===== src/rtl/multicycle_control_unit.sv =====
// rtl/multicycle_control_unit.sv - multicycle RV32I control FSM (optional macro: BRANCH_EXT_EN)
module multicycle_control_unit #(
    parameter int ALU_CTRL_W = 3,
    parameter bit MEM_WAIT   = 1'b1
) (
    input  logic                  clk,
    input  logic                  rst_n,
    input  logic [6:0]            op,
    input  logic [2:0]            funct3,
    input  logic                  funct7,
    input  logic                  zero,
    input  logic                  lt,
    input  logic                  ltu,
    input  logic                  memReady,
    output logic                  pcWrite,
    output logic                  adrSrc,
    output logic                  irWrite,
    output logic                  memWrite,
    output logic                  regWrite,
    output logic [1:0]            resultSrc,
    output logic [1:0]            aluSrcA,
    output logic [1:0]            aluSrcB,
    output logic [1:0]            inmSrc,
    output logic [ALU_CTRL_W-1:0] aluControl,
    output logic                  illegal,
    output logic                  instrDone
);

    localparam logic [6:0] OP_LOAD   = 7'b0000011;
    localparam logic [6:0] OP_STORE  = 7'b0100011;
    localparam logic [6:0] OP_RTYPE  = 7'b0110011;
    localparam logic [6:0] OP_ITYPE  = 7'b0010011;
    localparam logic [6:0] OP_JAL    = 7'b1101111;
    localparam logic [6:0] OP_BRANCH = 7'b1100011;

    localparam logic [3:0] ALU_ADD  = 4'd0;
    localparam logic [3:0] ALU_SUB  = 4'd1;
    localparam logic [3:0] ALU_AND  = 4'd2;
    localparam logic [3:0] ALU_OR   = 4'd3;
    localparam logic [3:0] ALU_XOR  = 4'd4;
    localparam logic [3:0] ALU_SLT  = 4'd5;
    localparam logic [3:0] ALU_SLTU = 4'd6;
    localparam logic [3:0] ALU_SLL  = 4'd7;
    localparam logic [3:0] ALU_SRL  = 4'd8;
    localparam logic [3:0] ALU_SRA  = 4'd9;

    // Extended ALU operations only exist when the control bus can carry them
    localparam bit WIDE_ALU = (ALU_CTRL_W >= 4);

    typedef enum logic [3:0] {
        S_FETCH    = 4'd0,
        S_DECODE   = 4'd1,
        S_MEMADR   = 4'd2,
        S_MEMREAD  = 4'd3,
        S_MEMWB    = 4'd4,
        S_MEMWRITE = 4'd5,
        S_EXECR    = 4'd6,
        S_EXECI    = 4'd7,
        S_ALUWB    = 4'd8,
        S_JAL      = 4'd9,
        S_BRANCH   = 4'd10
    } state_t;

    state_t      r_state;

    logic        w_ready;
    logic [3:0]  w_alu_code;
    logic        w_alu_ok;
    logic        w_br_ok;
    logic        w_taken;
    logic        w_op_legal;
    logic [3:0]  w_alu_sel;

    // With MEM_WAIT=0 every memory state completes in a single cycle
    assign w_ready = MEM_WAIT ? memReady : 1'b1;

    // Decode funct3/funct7 into an ALU operation and check it fits the configured width
    always_comb begin
        w_alu_code = ALU_ADD;
        w_alu_ok   = 1'b0;
        case (funct3)
            3'b000: begin
                w_alu_ok   = 1'b1;
                // IR[30] is an immediate bit for addi, so only R-type selects sub
                w_alu_code = (op == OP_RTYPE && funct7) ? ALU_SUB : ALU_ADD;
            end
            3'b111: begin w_alu_ok = 1'b1;     w_alu_code = ALU_AND;  end
            3'b110: begin w_alu_ok = 1'b1;     w_alu_code = ALU_OR;   end
            3'b010: begin w_alu_ok = 1'b1;     w_alu_code = ALU_SLT;  end
            3'b100: begin w_alu_ok = WIDE_ALU; w_alu_code = ALU_XOR;  end
            3'b011: begin w_alu_ok = WIDE_ALU; w_alu_code = ALU_SLTU; end
            3'b001: begin w_alu_ok = WIDE_ALU; w_alu_code = ALU_SLL;  end
            3'b101: begin
                w_alu_ok   = WIDE_ALU;
                w_alu_code = funct7 ? ALU_SRA : ALU_SRL;
            end
            default: begin w_alu_ok = 1'b0; w_alu_code = ALU_ADD; end
        endcase
        // IR[30] set is only meaningful for sub/sra (R-type) and srai (I-type)
        if (op == OP_RTYPE && funct7 && funct3 != 3'b000 && funct3 != 3'b101)
            w_alu_ok = 1'b0;
        if (op == OP_ITYPE && funct7 && funct3 == 3'b001)
            w_alu_ok = 1'b0;
    end

`ifdef BRANCH_EXT_EN
    // Full branch set: condition chosen by funct3
    always_comb begin
        w_br_ok = 1'b1;
        w_taken = 1'b0;
        case (funct3)
            3'b000:  w_taken = zero;
            3'b001:  w_taken = ~zero;
            3'b100:  w_taken = lt;
            3'b101:  w_taken = ~lt;
            3'b110:  w_taken = ltu;
            3'b111:  w_taken = ~ltu;
            default: w_br_ok = 1'b0;
        endcase
    end
`else
    // Only beq exists; the comparator flags are not consulted
    logic w_unused_cmp;
    assign w_unused_cmp = lt ^ ltu;
    assign w_br_ok      = (funct3 == 3'b000);
    assign w_taken      = zero;
`endif

    // Whole-instruction legality checked once, in DECODE
    always_comb begin
        w_op_legal = 1'b0;
        case (op)
            OP_LOAD, OP_STORE:  w_op_legal = (funct3 == 3'b010);
            OP_RTYPE, OP_ITYPE: w_op_legal = w_alu_ok;
            OP_JAL:             w_op_legal = 1'b1;
            OP_BRANCH:          w_op_legal = w_br_ok;
            default:            w_op_legal = 1'b0;
        endcase
    end

    // State register; reset aborts any instruction in flight
    always_ff @(posedge clk) begin
        if (!rst_n) begin
            r_state <= S_FETCH;
        end else begin
            case (r_state)
                S_FETCH:    if (w_ready) r_state <= S_DECODE;
                S_DECODE: begin
                    if (!w_op_legal)
                        r_state <= S_FETCH;
                    else begin
                        case (op)
                            OP_LOAD, OP_STORE: r_state <= S_MEMADR;
                            OP_RTYPE:          r_state <= S_EXECR;
                            OP_ITYPE:          r_state <= S_EXECI;
                            OP_JAL:            r_state <= S_JAL;
                            OP_BRANCH:         r_state <= S_BRANCH;
                            default:           r_state <= S_FETCH;
                        endcase
                    end
                end
                S_MEMADR:   r_state <= (op == OP_STORE) ? S_MEMWRITE : S_MEMREAD;
                S_MEMREAD:  if (w_ready) r_state <= S_MEMWB;
                S_MEMWB:    r_state <= S_FETCH;
                S_MEMWRITE: if (w_ready) r_state <= S_FETCH;
                S_EXECR:    r_state <= S_ALUWB;
                S_EXECI:    r_state <= S_ALUWB;
                S_ALUWB:    r_state <= S_FETCH;
                S_JAL:      r_state <= S_ALUWB;
                S_BRANCH:   r_state <= S_FETCH;
                default:    r_state <= S_FETCH;
            endcase
        end
    end

    // Datapath strobes from the current state (and memReady/zero); all quiet in reset
    always_comb begin
        pcWrite   = 1'b0;
        adrSrc    = 1'b0;
        irWrite   = 1'b0;
        memWrite  = 1'b0;
        regWrite  = 1'b0;
        resultSrc = 2'b00;
        aluSrcA   = 2'b00;
        aluSrcB   = 2'b00;
        illegal   = 1'b0;
        instrDone = 1'b0;
        w_alu_sel = ALU_ADD;

        case (op)
            OP_STORE:  inmSrc = 2'b01;
            OP_BRANCH: inmSrc = 2'b10;
            OP_JAL:    inmSrc = 2'b11;
            default:   inmSrc = 2'b00;
        endcase

        case (r_state)
            S_FETCH: begin
                aluSrcA   = 2'b00;
                aluSrcB   = 2'b10;
                resultSrc = 2'b10;
                irWrite   = w_ready;
                pcWrite   = w_ready;
            end
            S_DECODE: begin
                aluSrcA = 2'b01;
                aluSrcB = 2'b01;
                illegal = ~w_op_legal;
            end
            S_MEMADR: begin
                aluSrcA = 2'b10;
                aluSrcB = 2'b01;
            end
            S_MEMREAD: begin
                adrSrc    = 1'b1;
                resultSrc = 2'b00;
            end
            S_MEMWB: begin
                resultSrc = 2'b01;
                regWrite  = 1'b1;
                instrDone = 1'b1;
            end
            S_MEMWRITE: begin
                adrSrc    = 1'b1;
                memWrite  = 1'b1;
                instrDone = w_ready;
            end
            S_EXECR: begin
                aluSrcA   = 2'b10;
                aluSrcB   = 2'b00;
                w_alu_sel = w_alu_code;
            end
            S_EXECI: begin
                aluSrcA   = 2'b10;
                aluSrcB   = 2'b01;
                w_alu_sel = w_alu_code;
            end
            S_ALUWB: begin
                resultSrc = 2'b00;
                regWrite  = 1'b1;
                instrDone = 1'b1;
            end
            S_JAL: begin
                aluSrcA   = 2'b01;
                aluSrcB   = 2'b10;
                resultSrc = 2'b00;
                pcWrite   = 1'b1;
            end
            S_BRANCH: begin
                aluSrcA   = 2'b10;
                aluSrcB   = 2'b00;
                w_alu_sel = ALU_SUB;
                resultSrc = 2'b00;
                pcWrite   = w_taken;
                instrDone = 1'b1;
            end
            default: begin
                pcWrite = 1'b0;
            end
        endcase

        if (!rst_n) begin
            pcWrite   = 1'b0;
            adrSrc    = 1'b0;
            irWrite   = 1'b0;
            memWrite  = 1'b0;
            regWrite  = 1'b0;
            resultSrc = 2'b00;
            aluSrcA   = 2'b00;
            aluSrcB   = 2'b00;
            inmSrc    = 2'b00;
            illegal   = 1'b0;
            instrDone = 1'b0;
            w_alu_sel = ALU_ADD;
        end
    end

    assign aluControl = w_alu_sel[ALU_CTRL_W-1:0];

endmodule


===== config.mk =====
export PLATFORM = sky130hd
export DESIGN_NAME = multicycle_control_unit
export DESIGN_NICKNAME = d
export VERILOG_FILES = /design/src/rtl/multicycle_control_unit.sv
export SDC_FILE = /design/constraint.sdc
export NUM_CORES = 1
export LEC_CHECK = 0
export CAP_MARGIN = 20
export CORE_MARGIN = 1.5
export CORE_UTILIZATION = 37
export CTS_BUF_LIST = sky130_fd_sc_hd__clkbuf_8
export CTS_CLUSTER_SIZE = 8
export DETAILED_ROUTE_END_ITERATION = 6
export PLACE_DENSITY = 0.78
export SYNTH_ARGS = -nofsm -noshare
export SYNTH_HDL_FRONTEND = slang
export SYNTH_SLANG_ARGS = --single-unit

===== constraint.sdc =====
create_clock -name clk -period 1.5 [get_ports clk]
set_clock_uncertainty 0.05 [all_clocks]
set_input_delay 0.375 -clock clk [delete_from_list [all_inputs] [get_ports clk]]
set_output_delay 0.375 -clock clk [all_outputs]
set_load 0.05 [all_outputs]

==> impl.org, run 1 <==
** Status
- The flow did not finish.
- The run ended at 3_5_place_dp.
- Run-stopping error :: [ERROR DPL-0033] detailed placement checks failed during check placement.

** Synth
- Counting instances in the post-synthesis netlist gives the leading cell types as 16 x sky130_fd_sc_hd__nand2_1, 9 x sky130_fd_sc_hd__a21oi_1, 8 x sky130_fd_sc_hd__nor3_1, 8 x sky130_fd_sc_hd__o21ai_0.
- Counting every net in the synthesized netlist gives 126.
- Predominant post-synthesis flop cell :: sky130_fd_sc_hd__dfxtp_1
- Post-synth EDFFs :: 0
- After synthesis, the netlist uses 38 different library cells.
- Syn. warnings :: 0
- Gate count after technology mapping :: 109
- After synthesis, the cell types taking the most area are sky130_fd_sc_hd__dfxtp_1 12%, sky130_fd_sc_hd__nand2_1 8.8%, sky130_fd_sc_hd__a21oi_1 6.6%.
- Proportion of synthesized flip-flops having asynchronous set or reset :: 0%
- Synth area leader :: sky130_fd_sc_hd__dfxtp_1
- Sequential cell area fraction in the yosys report :: 11.7%
- Summed instance area of the synthesized netlist :: 682 µm²
- The average instance in the mapped netlist occupies 6.26 µm².
- Number of storage elements in the synthesis netlist :: 4
- By instance count, the leading cell after synthesis is sky130_fd_sc_hd__nand2_1.
- Synth top area share :: 11.7%

** Place
- Summed over all nets, the half-perimeter wirelength after detailed placement is 4100 µm.
- Input and output buffers added on the ports amount to 32.
- RD Place Congestion :: 0.899

** Floorplan
- The floorplan step set the die height to 45.9 µm.
- The initialized floorplan defines 15 standard-cell rows.
- Initial Utilization :: 39.5%
- 35 I/O pins were placed.
- In this run the horizontal extent of the chip is 45.9 µm.
==> logic make-up after synthesis <==
family                    Yosys count  share of synthesized area (%)
and+or+nand+nor                    57                           44.8
AOI/OAI and AO/OA                  34                           33.2
buffers and inverters              11                           6.42
DFF                                 4                           11.7
xor gates and xnor gates            3                           3.85
==> per-stage QoR <==
stage | hold WS [ns] | instances | setup slack (ns) | TNS [ns] | area [µm²]
floorplan | 0.501 | 109 | -0.375 | -1.35 | 956
global placement | 0.673 | 199 | -0.772 | -12.60 | 1690
==> run 2, diff against run 1 <==
==> config.mk (replaced) <==
export PLATFORM = sky130hd
export DESIGN_NAME = multicycle_control_unit
export DESIGN_NICKNAME = d
export VERILOG_FILES = /design/src/rtl/multicycle_control_unit.sv
export SDC_FILE = /design/constraint.sdc
export NUM_CORES = 1
export LEC_CHECK = 0
export CAP_MARGIN = 20
export CORE_AREA = 2 2 63 65
export DETAILED_ROUTE_END_ITERATION = 6
export DIE_AREA = 0 0 65 67
export PLACE_DENSITY_LB_ADDON = 0.15
export SYNTH_ARGS = -nofsm -noshare
export SYNTH_HDL_FRONTEND = slang
export SYNTH_SLANG_ARGS = --single-unit
==> constraint.sdc (replaced) <==
create_clock -name clk -period 2 [get_ports clk]
set_clock_uncertainty 0.05 [all_clocks]
set_input_delay 0.5 -clock clk [delete_from_list [all_inputs] [get_ports clk]]
set_output_delay 0.5 -clock clk [all_outputs]
set_load 0.05 [all_outputs]
==> run 2 against run 1 <==
  * The flow now finishes, with violations (setup timing)
  * Area after synthesis did not move
  * Synthesized cell count is the same
==> impl.org, run 2 <==
** Synth
- The count of yosys warnings during synthesis was 0 (unchanged).
- The number of synthesized register bits was 4 (unchanged).
- The compound-gate portion of the synthesized area is 33.2% (unchanged).
- Biggest area contributors in the synthesized netlist :: sky130_fd_sc_hd__dfxtp_1 12%, sky130_fd_sc_hd__nand2_1 8.8%, sky130_fd_sc_hd__a21oi_1 6.6%
- The post-synthesis average cell area is 6.26 µm² (unchanged).
- The fraction of synthesized area in multiplexers was 0% (unchanged).
- Synthesized-area fraction occupied by adder cells :: 0% (unchanged)
- The cell area after synthesis was 682 µm² (unchanged).
- Post-Syn Nets :: 126 (unchanged)
- The number of flops mapped to enable cells by yosys came to 0 (unchanged).
- Gate count after technology mapping :: 109 (unchanged)
- Commonest cells post-synth :: 16 x sky130_fd_sc_hd__nand2_1, 9 x sky130_fd_sc_hd__a21oi_1, 8 x sky130_fd_sc_hd__nor3_1, 8 x sky130_fd_sc_hd__o21ai_0
- Sequential cell area fraction in the yosys report :: 11.7% (unchanged)
- Predominant post-synthesis flop cell :: sky130_fd_sc_hd__dfxtp_1
- By area, the combinational part of the netlist is dominated by simple AND/OR/NAND/NOR gates.
- Proportion of synthesized flip-flops having asynchronous set or reset :: 0% (unchanged)
- The distinct cell type count after synthesis came to 38 (unchanged).
- Of all cell types, the one taking the most synthesized area is sky130_fd_sc_hd__dfxtp_1.
- The area share of the leading cell type in the synthesized netlist came to 11.7% (unchanged).
- The post-synthesis simple-gate area fraction is 44.8% (unchanged).
- The share of the synthesized netlist area taken by xor and xnor gates was 3.85% (unchanged).
- Most used standard cell by instance count after synthesis :: sky130_fd_sc_hd__nand2_1

** Place
- The number of input and output port buffers inserted is 32 (unchanged).
- The placer's final routability congestion estimate is 0.771 (-14%).
- The detailed placer's ending HPWL is 2220 µm (-46%).
- Post-placement cell area :: 1590 µm²
- At the placement stage, the worst setup path has a slack of -0.599 ns.

** Global route
- Global-route congestion overflow total :: 0
- The first global-routing pass estimated 4730 µm of wire.
- Via count of the first global-routing pass :: 1077
- Antenna violations before repair :: 0
- Global routing consumed, over all layers together, 14.0% of the routing resources.
- Entering global routing, the biggest net connects 15 pins.

** Pwr
- Per report_power, the clock group accounts for 30.3% of the total.
- Net switching component of the power :: 0.183 mW
- Net switching is 33.4% of the power.
- Internal power comes to 0.364 mW.
- Sequential cells burn 16.3% of the power.
- Power spread over the standard cell area amounts to 287 nW/µm².
- Proportion of power drawn by combinational gates :: 53.4%
- Leak :: 0.767 nW
- Peak ir drop on the vdd network :: 0.167 mV

** Critical path
- Data on the critical path arrives at its endpoint at 1.61 ns.
- Critical Path Start Type :: input pin
- Grouping stages by cell kind, the critical path spends the most delay in simple AND/OR/NAND/NOR gates.
- The worst setup path is captured at an output port.
- Worst Setup Path Type :: input pin to output port
- The number of buffers and inverters on the critical path is 2.
- On the critical path, the stage with the largest delay is an instance of sky130_fd_sc_hd__or3_4.
- Worst Path Required :: 1.45 ns
- In this design, the stage delay of the slowest critical-path cell is 0.41 ns.
- Critical path fanouts, max :: 3
- Traced cell by cell, the critical path runs through buf_8 > or3_4 > o21ai_4 > a32oi_2 > and3_4 > buf_12.

** CTS
- Maximum level of the CTS H-tree :: 1
- Clock tree synthesis selected as its root buffer the cell sky130_fd_sc_hd__clkbuf_8.
- Insertion delay of the later-clocked pin in the worst-skew pair :: 0.21 ns
- Number of buffers created by CTS :: 3
- Clock transition at path regs :: 0.03 ns
- Clock tree from TritonCTS :: yes
- Counting every sink on the clock net gives 4.
- Counting along the longest clock path gives a buffer depth of 2.

** Status
- Violated checks :: setup timing
- The flow ran to the end, but the final reports show violations.

** Timing
- Static timing analysis puts the maximum clock frequency at 463 MHz.
- For the pin with the worst max-slew slack, the measured transition is 0.315 ns.
- The smallest clock period supported by the final layout is computed as 2.16 ns.
- Final clock period utilization by the worst path :: 108%
- Once routing completed, OpenROAD measured the worst setup slack at -0.160 ns.
- Max-slew violation count :: 0
- On the final layout, the worst hold slack is 0.641 ns.
- The worst pin sits at a relative slew slack of 78.9%.
- Setup repair after global routing missed its margin :: true
- The number of hold-slack violations in the final timing report was 0.
- Setup violations remaining at the end of the flow were counted as 4.

** Cells and area
- Final instance area :: 1900 µm²
- Relative to the synthesized area, the layout overhead comes to 179%.
- In the final layout, flip-flops and latches occupy 85.1 µm².
- Count of nets after finishing :: 208
- Flip-flop count of the largest register, all copies and words added :: 4
- Top library cells by usage in the layout, fill and taps aside :: 43 x sky130_fd_sc_hd__buf_4, 18 x sky130_fd_sc_hd__buf_12, 12 x sky130_fd_sc_hd__nand2_1, 11 x sky130_fd_sc_hd__buf_6, 6 x sky130_fd_sc_hd__o21ai_0
- Most frequent standard cell in the layout excluding fill and tap cells :: sky130_fd_sc_hd__buf_4
- The repair_antennas step left the layout with diodes totalling 0.
- Footprint of the multi-input gates :: 802 µm²
- Of the cells placed in the final design, the portion with a size suffix greater than 1 is 69.3%.
- Regs by FF count :: r_state x4
- Largest register by flop count :: r_state
- Fillers :: 357

** Routing
- Drc violations :: 0
- First-iteration detailed-routing DRC count :: 15
- Number of antenna-violating nets in the routed design :: 0
- Vias/cell :: 4.70
- Routed wire length per instance :: 12.6 µm
- Number of optimization iterations in the first detailed-route pass :: 4
- Wires add up to 2980 µm.
- Detailed routing inserted a total of 1115 vias.

** Floorplan
- The height of the die was 67 µm (+46%).
- The floorplan die width is 65 µm (+42%).
- Floorplan die area :: 4360 µm²
- The number of placed I/O pins was 35 (unchanged).
- The number of core rows is 22 (+7).
- The initial cell density of the core is 18.9% (-21 points).
- Core ar. :: 3610 µm²

** Run
- # Max-Cap Violations :: 0

** Hold path
- In this run the worst hold path is classified as input pin to flop.
==> run 2: worst min-delay path, stage by stage <==
cell	delay [ns]
sky130_fd_sc_hd__clkbuf_2	0.09
sky130_fd_sc_hd__nand2_2	0.08
sky130_fd_sc_hd__buf_4	0.12
sky130_fd_sc_hd__o41ai_2	0.06
==> run 2: metrics by stage <==
stage                     utilization (%)  std cells  power [mW]  setup TNS [ns]
final                                52.8        237       0.547          -0.310
after global routing                 52.8        237       0.584          -0.493
after CTS                            50.3        235       0.539          -0.343
after detailed placement             44.2        223       0.339           -7.07
after global placement               44.2        223       0.337           -6.85
after floorplan                         -        109       0.192           -1.03
==> run 2: timing repair <==
| action | 4_1_cts | 5_1_grt |
|---|---|---|
| buffers inserted | 9 | 2 |
| gates resized for setup | 79 | 25 |
| pin swaps | 18 | 8 |
| endpoints found under the setup margin | 21 | 14 |
| hold buffers | 0 | 0 |
==> run 2: path summary, 6_finish.rpt <==
check,startpoint,end,slack [ns],depth (start not counted)
setup / recovery,funct3[0],illegal,-0.16,6
hold / removal,op[0],r_state[0],0.64,4
setup reg to reg,r_state[1],r_state[0],0.28,7
hold reg to reg,r_state[1],r_state[1],0.67,4
==> run 2: kinds of logic after synthesis <==
kind of cell | Yosys count
AND/OR/NAND/NOR | 57
buffers and inverters | 11
AO/OA/AOI/OAI | 34
flip-flops | 4
XOR/XNOR | 3
==> run 2: cell type report <==
cell class / instances / area share, %
Tap cell: 48 / 3.16
Inverter: 6 / 1.58
Multi-Input combinational cell: 94 / 42.1
Sequential cell: 4 / 4.47
Clock buffer: 3 / 2.17
Timing Repair Buffer: 82 / 46.5
==> run 2: power by group through the flow <==
stage          Sequential, mW  Clock (mW)  Combinational, mW
6_report               0.0891       0.166              0.292
5_1_grt                0.0892       0.184              0.310
4_1_cts                0.0876       0.173              0.279
3_5_place_dp           0.0872           0              0.252
3_3_place_gp           0.0869           0              0.250
2_1_floorplan          0.0843           0              0.108
==> run 2: metal layers <==
metal | vias up | part of all wire (%) | wire (µm) | GRT usage (%)
li1 | 562 | - | - | -
met1 | 524 | 42 | 1240 | 16.5
met2 | 27 | 53 | 1580 | 25.9
met3 | 2 | 5.1 | 152 | 2.87
met4 | 0 | 0.30 | 9 | 3.19
met5 | - | 0 | 0 | 0
Power figures use the tool's default switching activity.
